**src/rtl/spi_quadrature_sequencer.sv**
```systemverilog
// SPI transaction sequencer driving an external quadrature clock divider: cs_n framing,
// MSB-first mosi shifting on sck_0 falls, miso sampling on sck_90 edges. Option macro: SPI_SEQ_LATE_SAMPLE_EN.
module spi_quadrature_sequencer #(
    parameter int unsigned DATA_W  = 32,
    parameter int unsigned CNT_W   = 6,
    parameter int unsigned CS_LEAD = 4,
    parameter int unsigned CS_LAG  = 4
) (
    input  logic              clk_in,
    input  logic              reset_n,
    input  logic [7:0]        cfg_div_factor,
    input  logic [CNT_W-1:0]  cfg_nbits,
    input  logic              start_valid,
    output logic              start_ready,
    input  logic [DATA_W-1:0] tx_data,
    input  logic              abort,
    output logic              div_reset_n,
    output logic [7:0]        div_factor_4,
    input  logic              sck_0_in,
    input  logic              sck_90_in,
    output logic              sck_out,
    output logic              cs_n,
    output logic              mosi,
    input  logic              miso,
    output logic [DATA_W-1:0] rx_data,
    output logic              rx_valid,
    output logic              busy
);

    localparam int unsigned TMR_MAX = (CS_LEAD > CS_LAG) ? CS_LEAD : CS_LAG;
    localparam int unsigned TMR_W   = $clog2(TMR_MAX + 1);

    typedef enum logic [2:0] {
        S_IDLE,
        S_LEAD,
        S_SHIFT,
        S_LAG,
        S_DONE
    } state_t;

    state_t              state_q, state_d;
    logic [TMR_W-1:0]    tmr_q, tmr_d;
    logic [CNT_W-1:0]    bitcnt_q, bitcnt_d;
    logic [CNT_W-1:0]    n_q, n_d;
    logic [DATA_W-1:0]   tx_sr_q, tx_sr_d;
    logic [DATA_W-1:0]   rx_sr_q, rx_sr_d;
    logic                aborted_q, aborted_d;
    logic                sck_0_q, sck_90_q;

    logic                cs_n_d, mosi_d, sck_out_d, div_reset_n_d;
    logic [7:0]          div_factor_4_d;
    logic [DATA_W-1:0]   rx_data_d;
    logic                rx_valid_d, busy_d, start_ready_d;

    logic [CNT_W-1:0]    n_sel;
    logic [7:0]          div_sel;
    logic [DATA_W-1:0]   tx_aligned;
    logic [DATA_W-1:0]   rx_mask;
    logic                fall0, fall90, sample_ev;

    assign fall0  = ~sck_0_in & sck_0_q;
    assign fall90 = ~sck_90_in & sck_90_q;

`ifdef SPI_SEQ_LATE_SAMPLE_EN
    // Late sampling: the counting edge also captures miso, three quarters after sck_0 rise.
    assign sample_ev = fall90;
`else
    logic rise90;
    assign rise90    = sck_90_in & ~sck_90_q;
    assign sample_ev = rise90;
`endif

    // Start-time configuration sanitising; tx word is left-aligned so mosi always comes from the top bit.
    always_comb begin
        n_sel = cfg_nbits;
        if (cfg_nbits == '0 || 32'(cfg_nbits) > DATA_W) begin
            n_sel = CNT_W'(DATA_W);
        end
        div_sel    = (cfg_div_factor == 8'd0) ? 8'd1 : cfg_div_factor;
        tx_aligned = tx_data << (DATA_W - 32'(n_sel));
        rx_mask    = ~({DATA_W{1'b1}} << n_q);
    end

    // Next-state and registered-output logic.
    always_comb begin
        state_d        = state_q;
        tmr_d          = tmr_q;
        bitcnt_d       = bitcnt_q;
        n_d            = n_q;
        tx_sr_d        = tx_sr_q;
        rx_sr_d        = rx_sr_q;
        aborted_d      = aborted_q;
        cs_n_d         = cs_n;
        mosi_d         = mosi;
        sck_out_d      = 1'b0;
        div_reset_n_d  = div_reset_n;
        div_factor_4_d = div_factor_4;
        rx_data_d      = rx_data;
        rx_valid_d     = 1'b0;

        case (state_q)
            S_IDLE: begin
                if (start_valid && start_ready) begin
                    n_d            = n_sel;
                    div_factor_4_d = div_sel;
                    tx_sr_d        = tx_aligned;
                    mosi_d         = tx_aligned[DATA_W-1];
                    rx_sr_d        = '0;
                    bitcnt_d       = '0;
                    tmr_d          = '0;
                    aborted_d      = 1'b0;
                    cs_n_d         = 1'b0;
                    state_d        = S_LEAD;
                end
            end
            S_LEAD: begin
                if (tmr_q == TMR_W'(CS_LEAD - 1)) begin
                    div_reset_n_d = 1'b1;
                    state_d       = S_SHIFT;
                end else begin
                    tmr_d = tmr_q + TMR_W'(1);
                end
            end
            S_SHIFT: begin
                sck_out_d = sck_0_in;
                if (sample_ev) begin
                    rx_sr_d = {rx_sr_q[DATA_W-2:0], miso};
                end
                if (fall0 && (bitcnt_q < n_q - CNT_W'(1))) begin
                    tx_sr_d = tx_sr_q << 1;
                    mosi_d  = tx_sr_q[DATA_W-2];
                end
                if (fall90) begin
                    bitcnt_d = bitcnt_q + CNT_W'(1);
                    if (bitcnt_q == n_q - CNT_W'(1)) begin
                        div_reset_n_d = 1'b0;
                        sck_out_d     = 1'b0;
                        tmr_d         = '0;
                        state_d       = S_LAG;
                    end
                end
            end
            S_LAG: begin
                if (tmr_q == TMR_W'(CS_LAG - 1)) begin
                    cs_n_d  = 1'b1;
                    mosi_d  = 1'b0;
                    state_d = S_DONE;
                end else begin
                    tmr_d = tmr_q + TMR_W'(1);
                end
            end
            S_DONE: begin
                if (!aborted_q) begin
                    rx_data_d  = rx_sr_q & rx_mask;
                    rx_valid_d = 1'b1;
                end
                state_d = S_IDLE;
            end
            default: state_d = S_IDLE;
        endcase

        // Abort overrides everything, including a completion in the same cycle.
        if (abort && state_q != S_IDLE) begin
            state_d       = S_LAG;
            tmr_d         = '0;
            div_reset_n_d = 1'b0;
            sck_out_d     = 1'b0;
            aborted_d     = 1'b1;
            rx_valid_d    = 1'b0;
            rx_data_d     = rx_data;
        end

        busy_d        = (state_d != S_IDLE);
        start_ready_d = (state_d == S_IDLE);
    end

    always_ff @(posedge clk_in or negedge reset_n) begin
        if (!reset_n) begin
            state_q      <= S_IDLE;
            tmr_q        <= '0;
            bitcnt_q     <= '0;
            n_q          <= '0;
            tx_sr_q      <= '0;
            rx_sr_q      <= '0;
            aborted_q    <= 1'b0;
            sck_0_q      <= 1'b0;
            sck_90_q     <= 1'b0;
            cs_n         <= 1'b1;
            mosi         <= 1'b0;
            sck_out      <= 1'b0;
            div_reset_n  <= 1'b0;
            div_factor_4 <= 8'd1;
            rx_data      <= '0;
            rx_valid     <= 1'b0;
            busy         <= 1'b0;
            start_ready  <= 1'b1;
        end else begin
            state_q      <= state_d;
            tmr_q        <= tmr_d;
            bitcnt_q     <= bitcnt_d;
            n_q          <= n_d;
            tx_sr_q      <= tx_sr_d;
            rx_sr_q      <= rx_sr_d;
            aborted_q    <= aborted_d;
            sck_0_q      <= sck_0_in;
            sck_90_q     <= sck_90_in;
            cs_n         <= cs_n_d;
            mosi         <= mosi_d;
            sck_out      <= sck_out_d;
            div_reset_n  <= div_reset_n_d;
            div_factor_4 <= div_factor_4_d;
            rx_data      <= rx_data_d;
            rx_valid     <= rx_valid_d;
            busy         <= busy_d;
            start_ready  <= start_ready_d;
        end
    end

endmodule
```
**config.mk**
```make
export PLATFORM = sky130hd
export DESIGN_NAME = spi_quadrature_sequencer
export DESIGN_NICKNAME = d
export VERILOG_FILES = /design/src/rtl/spi_quadrature_sequencer.sv
export SDC_FILE = /design/constraint.sdc
export NUM_CORES = 1
export LEC_CHECK = 0
export BUFFER_PORTS_ARGS = -buffer_cell sky130_fd_sc_hd__buf_2
export CAP_MARGIN = 15
export CORE_UTILIZATION = 55
export DETAILED_ROUTE_END_ITERATION = 6
export GPL_TIMING_DRIVEN = 1
export HOLD_SLACK_MARGIN = 0.02
export PLACE_DENSITY = 0.76
export SLEW_MARGIN = 20
export SYNTH_ARGS = -nofsm -noshare
export SYNTH_HDL_FRONTEND = slang
export SYNTH_SLANG_ARGS = --single-unit
```
**constraint.sdc**
```tcl
create_clock -name clk_in -period 3.76 [get_ports clk_in]
set_input_delay 1.128 -clock clk_in [delete_from_list [all_inputs] [get_ports clk_in]]
set_output_delay 1.128 -clock clk_in [all_outputs]
set_load 0.05 [all_outputs]
```
==> results.py, run 1 <==
metrics = {
    "status": {
        "status": "finished clean",
    },
    "synthesis": {
        "synth_top_family_by_area": "compound AO/OA/AOI/OAI gates",
        "synth-compound-area-share_pct": 20.8,
        "synth_fa_ha_area_share_pct": 2.14,
        "synth_simple_gate_area_share_pct": 20.4,
        "async_reset_ff_share_pct": 100,
        "ys.flop_type": "dfrtp_1",
        "ys_ff_latch": 131,
        "syn_nets": 985,
        "ys_seq_area_share_pct": 40.2,
        "synth.distinct_cells": 81,
        "synth_mux_area_share_pct": 9.62,
        "netlist_instances": 918,
        "synthXorXnorAreaFrac_pct": 1.62,
        "syn_area_sq_um": 8170,
        "synth-edff-count": 0,
        "yosys_warnings": 0,
        "syn_avg_cell_area_sq_um": 8.90,
    },
    "detailed_routing": {
        "final_antenna_net_count": 0,
        "viasPerCell": 6.29,
        "drc": 0,
        "vias": 7584,
        "finalWirelength_um": 22100,
        "first_pass_iters": 5,
        "drtIter0Drc": 760,
        "wl_per_cell_um": 18.3,
    },
    "grt": {
        "antenna_found_initial": 0,
        "grtUsageMet2_pct": 48.9,
        "grt_pass1_vias": 6981,
        "globalRouteOverflowTotal": 0,
        "grt.busiest_layer": "met2",
        "grt_max_degree": 71,
        "use_met3_pct": 6.36,
        "grt_first_pass_wirelength_um": 36000,
        "grt_usage_pct": 30.4,
        "grt_use_met1_pct": 40.1,
    },
    "setup_path": {
        "cp-start-kind": "register",
        "path_max_fanout": 12,
        "critPathArrivalTime_ps": 3560,
        "max_stage_delay_ps": 500,
        "critical_path_required_ps": 4090,
        "worst_path_max_delay_cell": "dfrtp_1",
        "crit_buf_inv": 2,
        "cp-end-kind": "register",
        "path_class": "register to register",
        "cp_cell_sequence": "inv_1, nand2_1, nor4_1, xnor2_1, ha_1, or3b_2, nor2_1, a31oi_1, o21ai_2, buf_4, nor2_1, a31oi_1",
        "cp_top_family": "simple AND/OR/NAND/NOR gates",
    },
    "floorplan": {
        "num_io_pins": 100,
        "die_x_um": 124,
        "core_area_sq_um": 14500,
        "start_util_pct": 56.2,
        "dieArea_sq_um": 15300,
        "die_y_um": 124,
        "num_rows": 44,
    },
    "sta": {
        "setup_viol": 0,
        "fin_skew_ps": 11.9,
        "tightest_slew_ps": 749,
        "period_needed_ps": 3240,
        "finalSetupTns_ps": 0,
        "slew_violations": 0,
        "slew_headroom_pct": 50.0,
        "fin_crit_sh_pct": 86.1,
        "finalHoldViolations": 0,
        "max_clock_freq_ghz": 0.309,
        "rsz0062_at_grt": "false",
    },
    "power": {
        "power_density_nw_per_um2": 499,
        "ir_drop_mv": 0.355,
        "power.leakage_nw": 4.26,
    },
    "final_layout": {
        "area_delta_synth_final_pct": 16.5,
        "register_area_sq_um": 3280,
        "final_common_cell": "nand2_1",
        "diodes": 0,
        "drive_above_1_share_pct": 22.8,
        "final_cell_mix": "185 x nand2_1, 128 x dfrtp_1, 98 x buf_2, 92 x o21ai_0, 66 x nor2_1",
        "multi_input_area_sq_um": 4500,
        "n_fill_cell": 1200,
        "final_core_util_pct": 65.5,
        "layout.nets": 1076,
    },
    "clock_tree": {
        "cts_tree": "done",
        "cts_root_buffer": "clkbuf_16",
        "clkLatencyLatePin_ps": 420,
        "numCtsBuffers": 17,
        "ctsLongestPathBuffers": 2,
        "cts_num_sinks": 131,
        "cts_hold_buffers": 0,
        "cts_resized": 0,
        "htree_levels": 4,
        "clkTransAtPathRegs_ps": 60,
        "post_cts_buffers": 0,
    },
    "placement": {
        "io_buffer_count": 99,
        "dp_hpwl_um": 15900,
        "globalplace.congestion": 0.977,
    },
    "hold_path": {
        "hp-class": "register to register",
    },
    "run": {
        "maxCapViolCount": 0,
    },
}
-- flip-flops by register name, indices dropped and copies added, names as in the netlist, 3 cells and up --
register,count
rx_sr_q,32
rx_data,32
tx_sr_q,31
div_factor_4,8
bitcnt_q,6
tmr_q,3
state_q,3
n_q,6
-- logic make-up (layout without fill, tap and decap cells) --
| family | Yosys count | in the layout |
|---|---|---|
| xor gates and xnor gates | 10 | 10 |
| and+or+nand+nor | 361 | 361 |
| DFF | 131 | 131 |
| muxes | 54 | 54 |
| AOI/OAI and AO/OA | 259 | 259 |
| adders and majority gates | 14 | 14 |
| buffers and inverters | 89 | 193 |
-- metrics by stage --
stage	worst slack (ps)	total power, W	area [sq um]	instances	hold slack, ps
after CTS	528	0.00473	9510	1206	465
after global placement	246	0.00300	8890	1174	448
after detailed placement	209	0.00302	8890	1174	453
final	521	0.00475	9510	1206	459
after floorplan	100	0.00264	8170	918	450
after global routing	253	0.00496	9510	1206	487
-- Yosys cell counts, types with 6 or more instances --
| master | n | area share, % |
|---|---|---|
| o211ai_1 | 13 | 1.2 |
| a31oi_1 | 14 | 1.1 |
| nand2b_1 | 11 | 0.84 |
| inv_1 | 23 | 1.1 |
| o21ai_0 | 92 | 5.6 |
| mux2i_1 | 29 | 3.6 |
| mux2_2 | 6 | 0.83 |
| dfrtp_1 | 128 | 39 |
| o31ai_1 | 7 | 0.64 |
| nor2_1 | 67 | 3.1 |
| ha_1 | 14 | 2.1 |
| buf_2 | 16 | 0.98 |
| a221oi_1 | 19 | 2.0 |
| nor2b_1 | 8 | 0.61 |
| o22ai_1 | 8 | 0.61 |
| nor3_1 | 9 | 0.55 |
| a21oi_1 | 40 | 2.5 |
| clkbuf_1 | 31 | 1.4 |
| buf_4 | 9 | 0.83 |
| nand2_1 | 186 | 8.5 |
| nand3_1 | 23 | 1.4 |
| a32oi_1 | 7 | 0.75 |
| a22o_1 | 8 | 0.86 |
| and3_1 | 9 | 0.69 |
| nor3_2 | 6 | 0.74 |
| mux4_2 | 19 | 5.2 |
-- final cells by class --
class | instances | share of cell area (%)
multi-input combinational | 698 | 47.3
sequential | 131 | 34.5
tap | 184 | 2.42
clock buffer | 20 | 4.91
timing repair buffer | 137 | 8.27
clock inverter | 12 | 1.60
inverter | 24 | 0.973
-- worst paths after layout --
check / cells past startpoint / slack [ps] / endpoint / from
setup / recovery: 12 / 520 / tx_sr_q[19]$_DFFE_PN0P_ / n_q[2]$_DFFE_PN0P_
hold reg to reg: 2 / 460 / rx_data[13]$_DFFE_PN0P_ / rx_data[13]$_DFFE_PN0P_
hold / removal: 2 / 460 / rx_data[13]$_DFFE_PN0P_ / rx_data[13]$_DFFE_PN0P_
setup reg to reg: 12 / 520 / tx_sr_q[19]$_DFFE_PN0P_ / n_q[2]$_DFFE_PN0P_
min in group asynchronous: 1 / 700 / n_q[5]$_DFFE_PN0P_ / reset_n
max in group asynchronous: 2 / 2260 / rx_data[1]$_DFFE_PN0P_ / reset_n
-- report_power, final --
group | leakage [nW] | switching [W] | internal (W)
Combinational | 2.24 | 0.000764 | 0.000480
Clock | 0.294 | 0.000615 | 0.00109
Sequential | 1.73 | 0.000171 | 0.00162
Total | 4.26 | 0.00155 | 0.00320
-- layer usage --
layer	vias up	wire, um
met5	-	0
met4	0	698
met3	76	1590
met2	379	10400
met1	3618	9390
li1	3511	-
-- worst min-delay path, cell delays in order (launching register included) --
cell and delay, ps:
dfrtp_1 340, nand2_1 50, nand2_1 50
Power figures use the tool's default switching activity.
==> inputs of run 2 (changes only) <==
CORE_MARGIN = 2   (was default)
==> run 2 against run 1 <==
Critical path type unchanged. Hold slack better by 11 ps. Sequential cell count is the same. Via count is 2.5% lower. Largest power group unchanged. Setup slack lost 250 ps. Sequential power about the same.
==> results.py, run 2 (same netlist as run 1, synthesis figures left out) <==
metrics = {
    "final_layout": {
        "n_fill_cell": 1241,
        "final_cell_mix": "185 x nand2_1, 128 x dfrtp_1, 98 x buf_2, 92 x o21ai_0, 66 x nor2_1",
        "layout.nets": 1068,
        "final_core_util_pct": 64.8,
        "drive_above_1_share_pct": 22.0,
        "reg.largest.list": "rx_data: 32 flops, rx_sr_q: 32 flops, tx_sr_q: 31 flops",
        "final_area_sq_um": 9410,
        "final_common_cell": "nand2_1",
        "final_cells": 1197,
        "area_delta_synth_final_pct": 15.2,
        "diodes": 0,
    },
    "sta": {
        "layout_setup_ws_ps": 270,
        "slew_headroom_pct": 35.6,
        "slew_violations": 0,
        "finalHoldViolations": 0,
        "max_clock_freq_ghz": 0.287,
        "tightest_slew_ps": 966,
        "fin_crit_sh_pct": 92.8,
        "rsz0062_at_grt": "false",
        "finalSetupTns_ps": 0,
        "period_needed_ps": 3490,
        "fin_skew_ps": 7.24,
        "setup_viol": 0,
    },
    "setup_path": {
        "cp-start-kind": "register",
        "path_max_fanout": 19,
        "critical_path_required_ps": 4050,
        "path_class": "register to register",
        "r2r_cells": 12,
        "critPathArrivalTime_ps": 3780,
        "cp-end-kind": "register",
        "reg2reg_to": "tx_sr_q[12]$_DFFE_PN0P_",
        "r2r-start": "n_q[2]$_DFFE_PN0P_",
        "startpoint": "n_q[2]$_DFFE_PN0P_",
        "regToRegSetupSlack_ps": 270,
    },
    "detailed_routing": {
        "drc": 0,
        "viasPerCell": 6.18,
        "first_pass_iters": 6,
        "final_antenna_net_count": 0,
        "finalWirelength_um": 22000,
        "wl_per_cell_um": 18.4,
        "vias": 7392,
        "drtIter0Drc": 783,
    },
    "clock_tree": {
        "cts_root_buffer": "clkbuf_16",
        "cts_num_sinks": 131,
        "clkTransAtPathRegs_ps": 60,
        "cts_tree": "done",
        "numCtsBuffers": 17,
        "post_cts_buffers": 0,
        "clkLatencyLatePin_ps": 420,
        "ctsLongestPathBuffers": 2,
        "htree_levels": 4,
        "cts_hold_buffers": 0,
        "cts_resized": 0,
    },
    "floorplan": {
        "die_y_um": 126,
        "start_util_pct": 56.2,
        "num_rows": 44,
        "die_x_um": 126,
        "core_area_sq_um": 14500,
        "dieArea_sq_um": 15800,
        "num_io_pins": 100,
    },
    "placement": {
        "place_area_sq_um": 8850,
        "dp_hpwl_um": 15900,
        "globalplace.congestion": 0.985,
        "placedCellCount": 1166,
        "io_buffer_count": 99,
        "place_ws_ps": 100,
    },
    "status": {
        "status": "finished clean",
    },
    "hold_path": {
        "holdPathStages": 2,
        "worstHoldEndpoint": "rx_data[7]$_DFFE_PN0P_",
        "hp-class": "register to register",
        "worstHoldStart": "rx_data[7]$_DFFE_PN0P_",
    },
    "grt": {
        "grt_max_degree": 108,
        "grt_first_pass_wirelength_um": 36300,
        "antenna_found_initial": 0,
        "grt_usage_pct": 28.4,
        "globalRouteOverflowTotal": 0,
        "grt_pass1_vias": 7033,
    },
    "power": {
        "power_density_nw_per_um2": 491,
        "ir_drop_mv": 0.352,
        "power.leakage_nw": 4.20,
    },
    "run": {
        "maxCapViolCount": 0,
    },
}
## run 2: per-stage QoR
step | total power, W | hold slack (ps)
6_report | 0.00462 | 471
3_3_place_gp | 0.00299 | 448
5_1_grt | 0.00483 | 489
3_5_place_dp | 0.00302 | 456
4_1_cts | 0.00461 | 471
2_1_floorplan | 0.00264 | 450
## run 2: worst max path at each step
| stage | end | slack, ps | cells after the start |
|---|---|---|---|
| 3_3_place_gp | tx_sr_q[18]$_DFFE_PN0P_ | 140 | 8 |
| 2_1_floorplan | tx_sr_q[26]$_DFFE_PN0P_ | 100 | 13 |
| 6_report | tx_sr_q[12]$_DFFE_PN0P_ | 270 | 12 |
| 5_1_grt | tx_sr_q[12]$_DFFE_PN0P_ | 80 | 12 |
| 4_1_cts | tx_sr_q[21]$_DFFE_PN0P_ | 300 | 12 |
| 3_5_place_dp | tx_sr_q[18]$_DFFE_PN0P_ | 100 | 8 |
## run 2: critical path: stages (launching register included)
cell	delay [ps]
dfrtp_1	500
inv_1	200
nand2_1	170
nor4_1	300
xnor2_1	140
ha_1	190
or3b_2	450
nor2_1	160
a31o_2	240
a21oi_1	270
buf_4	340
a21boi_0	230
o21ai_0	140
## run 2: routing by layer
metal | routed length (um) | track usage [%] | up-vias
met1 | 9230 | 38.2 | 3505
met5 | 0 | 0 | -
met4 | 683 | 11.8 | 0
li1 | - | - | 3489
met2 | 10600 | 45.7 | 343
met3 | 1550 | 5.18 | 55
## run 2: final cells by class
cell class / count / area [sq um] / area share (%)
Multi-Input combinational cell: 698 / 4500 / 47.8
Clock inverter: 13 / 136 / 1.45
Inverter: 24 / 92.6 / 0.984
Tap cell: 184 / 230 / 2.45
Sequential cell: 131 / 3280 / 34.9
Timing Repair Buffer: 129 / 739 / 7.86
Clock buffer: 18 / 429 / 4.56
## run 2: report_power, final
group | total (W) | leakage, nW | switching, W | internal [W]
clock | 0.00159 | 0.268 | 0.000623 | 0.000969
sequential | 0.00180 | 1.73 | 0.000182 | 0.00162
combinational | 0.00122 | 2.20 | 0.000755 | 0.000467
total | 0.00462 | 4.20 | 0.00156 | 0.00306
==> inputs of run 3 (changes only) <==
RECOVER_POWER = 25   (was default)
==> run 3 against run 2 <==
The run now ends with capacitance limit, slew limit left. Utilization is 0.060 points lower. Clock-buffer cell count is the same. Global-route usage did not move. Sequential share of layout area is essentially flat. Critical endpoint unchanged. Highest routed layer unchanged.
==> results.py, run 3 (same netlist as run 1, synthesis figures left out) <==
metrics = {
    "sta": {
        "rsz0062_at_grt": "false",
        "max_clock_freq_ghz": 0.288,
        "layout_setup_ws_ps": 293,
        "finalSetupTns_ps": 0,
        "fin_crit_sh_pct": 92.2,
        "finalHoldViolations": 0,
        "slew_headroom_pct": -75.0,
        "slew_violations": 108,
        "tightest_slew_ps": 2630,
        "setup_viol": 0,
        "fin_skew_ps": 6.74,
        "period_needed_ps": 3470,
    },
    "detailed_routing": {
        "first_pass_iters": 7,
        "drc": 0,
        "viasPerCell": 6.16,
        "wl_per_cell_um": 18.4,
        "final_antenna_net_count": 0,
        "finalWirelength_um": 22000,
        "vias": 7378,
        "drtIter0Drc": 782,
    },
    "setup_path": {
        "critPathArrivalTime_ps": 3760,
        "max_stage_delay_ps": 500,
        "cp_cell_sequence": "inv_1, nand2_1, nor4_1, xnor2_1, ha_1, or3b_2, nor2_1, a31o_2, a21oi_1, buf_4, a21boi_0, o21ai_0",
        "worst_path_max_delay_cell": "dfrtp_1",
        "cp-end-kind": "register",
        "reg2reg_to": "tx_sr_q[12]$_DFFE_PN0P_",
        "critical_path_required_ps": 4050,
        "cp-start-kind": "register",
        "regToRegSetupSlack_ps": 290,
        "r2r_cells": 12,
        "path_max_fanout": 19,
        "r2r-start": "n_q[2]$_DFFE_PN0P_",
        "path_class": "register to register",
    },
    "power": {
        "p_comb_share_pct": 26.4,
        "ir_drop_mv": 0.352,
        "power_density_nw_per_um2": 491,
        "p_sw_share_pct": 33.8,
        "power_frac_seq_pct": 39.1,
        "clkPwrFrac_pct": 34.5,
        "p_switching_w": 0.00156,
        "intPower_w": 0.00306,
        "power_w": 0.00462,
        "power.leakage_nw": 4.19,
    },
    "final_layout": {
        "n_fill_cell": 1245,
        "layout.nets": 1068,
        "area_delta_synth_final_pct": 15.1,
        "drive_above_1_share_pct": 21.8,
        "final_cells": 1197,
        "reg.largest.list": "rx_data: 32 flops, rx_sr_q: 32 flops, tx_sr_q: 31 flops",
        "final_cell_mix": "185 x nand2_1, 128 x dfrtp_1, 96 x buf_2, 92 x o21ai_0, 66 x nor2_1",
        "diodes": 0,
        "final_common_cell": "nand2_1",
    },
    "hold_path": {
        "worstHoldStart": "rx_data[7]$_DFFE_PN0P_",
        "hp-class": "register to register",
        "worstHoldEndpoint": "rx_data[7]$_DFFE_PN0P_",
        "holdPathStages": 2,
    },
    "floorplan": {
        "die_x_um": 126,
        "num_rows": 44,
        "core_area_sq_um": 14500,
        "dieArea_sq_um": 15800,
        "die_y_um": 126,
        "num_io_pins": 100,
        "start_util_pct": 56.2,
    },
    "placement": {
        "dp_hpwl_um": 15900,
        "place_ws_ps": 100,
        "placedCellCount": 1166,
        "globalplace.congestion": 0.985,
        "io_buffer_count": 99,
    },
    "run": {
        "maxCapViolCount": 1,
    },
    "clock_tree": {
        "cts_resized": 0,
        "cts_num_sinks": 131,
        "numCtsBuffers": 17,
        "post_cts_buffers": 0,
        "clkTransAtPathRegs_ps": 60,
        "ctsLongestPathBuffers": 2,
        "htree_levels": 4,
        "cts_tree": "done",
        "cts_root_buffer": "clkbuf_16",
        "cts_hold_buffers": 0,
        "clkLatencyLatePin_ps": 420,
    },
    "grt": {
        "grt_usage_pct": 28.4,
        "globalRouteOverflowTotal": 0,
        "grt_first_pass_wirelength_um": 36300,
        "grt_max_degree": 108,
        "grt_pass1_vias": 7033,
        "antenna_found_initial": 0,
    },
    "status": {
        "status": "finished with violations",
        "violations": "capacitance limit, slew limit",
    },
}
run 3: routing by layer:
layer  share of wire, %  track usage (%)
met5                  0                0
met4                3.3             11.8
met3                7.0             5.18
met2                 48             45.7
met1                 42             38.2
run 3: critical path, delay by kind of cell, from the launching register on:
kind                     cells  cell delay (ps)
XOR/XNOR                     1              140
buffers and inverters        2              530
AO/OA/AOI/OAI                4              870
AND/OR/NAND/NOR              4             1080
adder cells (fa/ha/maj)      1              190
flip-flops                   1              500
run 3: worst max path at each step:
stage / slack [ps] / start / endpoint
floorplan: 100 / cfg_nbits[0] / tx_sr_q[26]$_DFFE_PN0P_
global placement: 140 / cfg_nbits[5] / tx_sr_q[18]$_DFFE_PN0P_
detailed placement: 100 / cfg_nbits[5] / tx_sr_q[18]$_DFFE_PN0P_
CTS: 300 / n_q[2]$_DFFE_PN0P_ / tx_sr_q[21]$_DFFE_PN0P_
global route: 80 / n_q[2]$_DFFE_PN0P_ / tx_sr_q[12]$_DFFE_PN0P_
finish: 290 / n_q[2]$_DFFE_PN0P_ / tx_sr_q[12]$_DFFE_PN0P_
run 3: area by class of cell:
| class | count | area (sq um) | share of cell area (%) |
|---|---|---|---|
| inverters | 24 | 92.6 | 0.985 |
| flip-flops and latches | 131 | 3280 | 34.9 |
| clock buffers | 18 | 429 | 4.56 |
| multi-input cells | 698 | 4500 | 47.9 |
| clock inverters | 13 | 136 | 1.45 |
| repair buffers | 129 | 731 | 7.77 |
| well taps | 184 | 230 | 2.45 |
run 3: metrics by stage:
| stage | utilization [%] | hold slack, ps | instance area [sq um] |
|---|---|---|---|
| after floorplan | - | 450 | 8170 |
| after global placement | 60.9 | 448 | 8850 |
| after detailed placement | 60.9 | 456 | 8850 |
| after CTS | 64.8 | 471 | 9410 |
| after global routing | 64.7 | 489 | 9400 |
| final | 64.7 | 471 | 9400 |
run 3: power groups by stage:
stage | Clock, W | Sequential, W | Combinational (W)
5_1_grt | 0.00167 | 0.00182 | 0.00134
6_report | 0.00159 | 0.00180 | 0.00122
3_3_place_gp | 0 | 0.00181 | 0.00118
3_5_place_dp | 0 | 0.00182 | 0.00121
2_1_floorplan | 0 | 0.00180 | 0.000840
4_1_cts | 0.00160 | 0.00180 | 0.00121
